File: src/rtl/arb_pkg.sv
// Shared types and helpers for the round-robin grant scheduler.
package arb_pkg;

   typedef enum logic [0:0] {
      ARB_IDLE  = 1'b0,
      ARB_GRANT = 1'b1
   } arb_state_t;

   // Successor of a requester index, wrapping at n (works for any n, not just powers of two).
   function automatic int unsigned rr_next(input int unsigned ptr, input int unsigned n);
      return (ptr + 1 >= n) ? 0 : ptr + 1;
   endfunction

endpackage

File: src/rtl/rr_priority_pick.sv
// Combinational round-robin pick: first set request at or after rr_ptr, wrapping.
module rr_priority_pick #(
   parameter int unsigned N_REQ = 4,
   parameter int unsigned ID_W  = $clog2(N_REQ)
) (
   input  logic [N_REQ-1:0] req,
   input  logic [ID_W-1:0]  rr_ptr,
   output logic             found,
   output logic [ID_W-1:0]  idx
);

   logic [2*N_REQ-1:0] dbl;
   logic [N_REQ-1:0]   rot;
   int unsigned        off;
   int unsigned        sum;

   always_comb begin
      // Rotate so rr_ptr lands on bit 0, find the lowest set bit, then undo the rotation.
      dbl   = {req, req};
      rot   = N_REQ'(dbl >> rr_ptr);
      found = |rot;
      off   = 0;
      for (int i = N_REQ - 1; i >= 0; i--) begin
         if (rot[i]) off = unsigned'(i);
      end
      sum = off + 32'(rr_ptr);
      if (sum >= N_REQ) sum = sum - N_REQ;
      idx = ID_W'(sum);
   end

endmodule

File: src/rtl/rr_grant_scheduler.sv
// Round-robin scheduler for one shared resource, with grant hold and a per-grant quantum limit.
module rr_grant_scheduler
   import arb_pkg::*;
#(
   parameter int unsigned N_REQ    = 4,
   parameter int unsigned MAX_HOLD = 16
) (
   input  logic                     clk,
   input  logic                     reset,
   input  logic [N_REQ-1:0]         req,
   output logic [N_REQ-1:0]         grant,
   output logic                     grant_valid,
   output logic [$clog2(N_REQ)-1:0] grant_id,
   output logic                     timeout,
   output logic [$clog2(N_REQ)-1:0] timeout_id
);

   localparam int unsigned ID_W  = $clog2(N_REQ);
   localparam int unsigned CNT_W = $clog2(MAX_HOLD + 1);

   arb_state_t       state_q, state_d;
   logic [N_REQ-1:0] grant_q, grant_d;
   logic             grant_valid_q, grant_valid_d;
   logic [ID_W-1:0]  grant_id_q, grant_id_d;
   logic             timeout_q, timeout_d;
   logic [ID_W-1:0]  timeout_id_q, timeout_id_d;
   logic [CNT_W-1:0] hold_cnt_q, hold_cnt_d;
   logic [ID_W-1:0]  rr_ptr_q, rr_ptr_d;

   logic             pick_found;
   logic [ID_W-1:0]  pick_idx;

   rr_priority_pick #(
      .N_REQ (N_REQ),
      .ID_W  (ID_W)
   ) u_pick (
      .req    (req),
      .rr_ptr (rr_ptr_q),
      .found  (pick_found),
      .idx    (pick_idx)
   );

   always_comb begin
      state_d       = state_q;
      grant_d       = grant_q;
      grant_valid_d = grant_valid_q;
      grant_id_d    = grant_id_q;
      hold_cnt_d    = hold_cnt_q;
      rr_ptr_d      = rr_ptr_q;
      timeout_d     = 1'b0;
      timeout_id_d  = '0;

      unique case (state_q)
         ARB_IDLE: begin
            if (pick_found) begin
               state_d       = ARB_GRANT;
               grant_d       = N_REQ'(1) << pick_idx;
               grant_valid_d = 1'b1;
               grant_id_d    = pick_idx;
               hold_cnt_d    = CNT_W'(1);
            end
         end
         ARB_GRANT: begin
            // A drop of req wins over quantum expiry, so that case is a plain release.
            if (!req[grant_id_q] || hold_cnt_q == CNT_W'(MAX_HOLD)) begin
               state_d       = ARB_IDLE;
               grant_d       = '0;
               grant_valid_d = 1'b0;
               grant_id_d    = '0;
               hold_cnt_d    = '0;
               rr_ptr_d      = ID_W'(rr_next(32'(grant_id_q), N_REQ));
               if (req[grant_id_q]) begin
                  timeout_d    = 1'b1;
                  timeout_id_d = grant_id_q;
               end
            end else begin
               hold_cnt_d = hold_cnt_q + CNT_W'(1);
            end
         end
         default: state_d = ARB_IDLE;
      endcase
   end

   always_ff @(posedge clk) begin
      if (reset) begin
         state_q       <= ARB_IDLE;
         grant_q       <= '0;
         grant_valid_q <= 1'b0;
         grant_id_q    <= '0;
         timeout_q     <= 1'b0;
         timeout_id_q  <= '0;
         hold_cnt_q    <= '0;
         rr_ptr_q      <= '0;
      end else begin
         state_q       <= state_d;
         grant_q       <= grant_d;
         grant_valid_q <= grant_valid_d;
         grant_id_q    <= grant_id_d;
         timeout_q     <= timeout_d;
         timeout_id_q  <= timeout_id_d;
         hold_cnt_q    <= hold_cnt_d;
         rr_ptr_q      <= rr_ptr_d;
      end
   end

   assign grant       = grant_q;
   assign grant_valid = grant_valid_q;
   assign grant_id    = grant_id_q;
   assign timeout     = timeout_q;
   assign timeout_id  = timeout_id_q;

endmodule
File: config.mk
export PLATFORM = sky130hd
export DESIGN_NAME = rr_grant_scheduler
export DESIGN_NICKNAME = d
export VERILOG_FILES = /design/src/rtl/arb_pkg.sv /design/src/rtl/rr_priority_pick.sv /design/src/rtl/rr_grant_scheduler.sv
export SDC_FILE = /design/constraint.sdc
export NUM_CORES = 1
export LEC_CHECK = 0
export CAP_MARGIN = 30
export CORE_ASPECT_RATIO = 0.75
export CORE_MARGIN = 3
export CORE_UTILIZATION = 40
export CTS_CLUSTER_SIZE = 20
export DETAILED_ROUTE_END_ITERATION = 8
export SYNTH_ARGS = -nofsm -noshare
export SYNTH_HDL_FRONTEND = slang
export SYNTH_SLANG_ARGS = --single-unit
File: constraint.sdc
create_clock -name clk -period 2.4 [get_ports clk]
set_input_delay 0.36 -clock clk [delete_from_list [all_inputs] [get_ports clk]]
set_output_delay 0.36 -clock clk [all_outputs]
set_load 0.005 [all_outputs]
==> flow_summary.toml <==
[clock_tree]
cts_tree = "built"
cts-resized-gates = 0
cts_setup_buffers = 0
cts_buffer_depth = 2
cts_inserted_buffers = 3
htreeDepth = 1
clk_latency_ps = 290
root_buffer = "clkbuf_4"
ctsHoldBuffers = 0
clk_pin_slew_ps = 110
clock_sinks = 18

[sta]
final_period_minus_worst_setup_slack_ps = 2060
rsz0062_at_grt = "no"
fmax_ghz = 0.485
skew_ps = 11.5
max_slew_margin_pct = 68.4
setup_tns_ps = 0
slew_viol_final = 0
worst_pin_slew_ps = 472
min_period_over_period_pct = 85.8
finalHoldViolations = 0
final-setup-viol-count = 0

[critical_path]
cp.arrival_ps = 2250
cp_max_fo = 12
cpMaxStageDelayCell = "dfxtp_1"
max_stage_delay_ps = 570
endpoint_kind = "flop"
path_class = "flop to flop"
crit_chain = "nor3_1, a311oi_1, o211ai_1, ha_1, xnor2_1, xnor2_2, a2bb2o_4"
cp.required_ps = 2590
critPathLaunchType = "flop"

[die]
floorplan.initialDensity_pct = 45.2
io_pins = 16
die_h_um = 48.7
chipWidth_um = 63.0
core-area_um2 = 2150
dieArea_um2 = 3070
rows = 14

[placement]
gp_congestion = 0.771
place_inst = 156
dp_hpwl_mm = 1.56
port_buffers = 15

[logic_synthesis]
synth-seq-cells = 18
synth_ff_type = "dfxtp_1"
synth-xor-area-share_pct = 2.57
synthMuxAreaShare_pct = 4.11
synth_top_family_by_area = "simple AND/OR/NAND/NOR gates"
yosysSeqAreaShare_pct = 37.0
yosysTopAreaCell = "dfxtp_1"
ys_warn_count = 0
syn_inst = 107
yosys.area.top_type_share_pct = 37.0
synthTopCellsByCount = "dfxtp_1 (18), nor2_1 (16), a21oi_1 (6), nor3_1 (6)"
synth-compound-area-share_pct = 21.1
synth_area_leaders = "dfxtp_1 (37%), nor2_1 (6.2%), ha_1 (5.1%), mux2i_1 (4.1%), a21oi_1 (3.1%)"
synth_edf_count = 0
synth_area_um2 = 973
synthAdderAreaFrac_pct = 5.14
synth_fp_nets = 117
ys_types = 38
async_reset_ff_share_pct = 0
yosysMostFrequentCell = "dfxtp_1"
post_synth.cell_area_avg_um2 = 9.10
synth-simple-area-share_pct = 24.9

[pwr]
leakage_nw = 0.446
p_per_area_nw_per_um2 = 586
ir_drop_mv = 0.302

[grt]
grt_overflow = 0
grt_pass1_wl_mm = 3.43
grt_use_total_pct = 13.8
grt_max_degree = 13
grt_pass1_vias = 743
antenna_found_initial = 0

[hold_path]
hp-class = "flop to flop"

[cells_and_area]
syn_to_final_growth_pct = 23.3
fillers = 217
nets = 139
drive_above_1_share_pct = 14.2
final_cells = 159
antennaDiodeCount = 0

[run]
maxCapViolations = 0

[route]
vias_per_cell = 5.21
wl_per_cell_um = 13.0
first_pass_iters = 4
drt_drc_violations_left = 0
drt_iter0_drc = 35
ant_nets = 0
num_vias = 828
totalWireLength_mm = 2.07

[run_status]
status = "completed"
## registers in the layout, summed over array words and instances, names as in the netlist
signal and flops:
state_q 1, grant_valid 1, grant 4, rr_ptr_q 2, timeout 1, grant_id 2, timeout_id 2, hold_cnt_q 5
## critical path, delay by kind of cell, from the launching register on
kind	cells	cell delay [ps]
compound gates	3	640
flops	1	570
xor+xnor	2	430
fa+ha+maj	1	200
simple gates	1	110
## final timing paths
path | from | endpoint | slack (ps) | cells after the start
worst max-delay path | rr_ptr_q[0] | grant_id[1] | 340 | 7
worst min-delay path | grant[3] | grant[3] | 490 | 1
worst max register to register | rr_ptr_q[0] | grant_id[1] | 340 | 7
worst min register to register | grant[3] | grant[3] | 490 | 1
## metrics by stage
step	hold slack [ps]	setup WS (ps)	total power, mW	util [%]	area, um2
after floorplan	448	500	0.486	-	973
after global placement	466	87.0	0.555	54.6	1180
after detailed placement	456	40.7	0.558	54.6	1180
after CTS	484	338	0.706	55.7	1200
after global routing	506	240	0.750	55.7	1200
final	485	340	0.703	55.7	1200
## logic make-up (layout without fill, tap and decap cells)
| kind of cell | count (synthesis) | after routing |
|---|---|---|
| compound gates | 25 | 25 |
| xor+xnor | 2 | 2 |
| fa+ha+maj | 4 | 4 |
| buf+inv | 9 | 29 |
| flops | 18 | 18 |
| mux | 4 | 4 |
| simple gates | 45 | 45 |
## area by class of cell
class | instances | area, um2 | share of cell area (%)
Inverter | 5 | 18.8 | 1.56
Tap cell | 32 | 40.0 | 3.34
Timing Repair Buffer | 21 | 195 | 16.3
Sequential cell | 18 | 360 | 30.0
Clock buffer | 3 | 22.5 | 1.88
Multi-Input combinational cell | 80 | 563 | 46.9
## metal layers
metal  up-vias  share of wire [%]  track usage, %
met3         0                4.6            4.17
met1       369                 56            21.8
met4         0                  0            2.20
met2        28                 40            18.2
li1        431                  -               -
met5         -                  0               0
## layout by cell type (no fill, tap or decap), drive strengths merged, types with 2 or more instances in the layout
master and instances:
o32ai 2, nor4 2, or3 2, a22o 2, and2 2, nand2b 4, nor2 16, inv 5
ha 4, a21oi 6, mux2i 4, o211ai 2, clkbuf 3, xnor2 2, nand2 3, o2bb2ai 2
buf 6, nand3 5, dfxtp 18, nor3 6, o21ai 2, clkdlybuf4s50 15
## where the power goes
part / switching (mW) / internal [mW]
Combinational: 0.0896 / 0.109
Clock: 0.0914 / 0.0583
Sequential: 0.0319 / 0.323
Power figures use the tool's default switching activity.
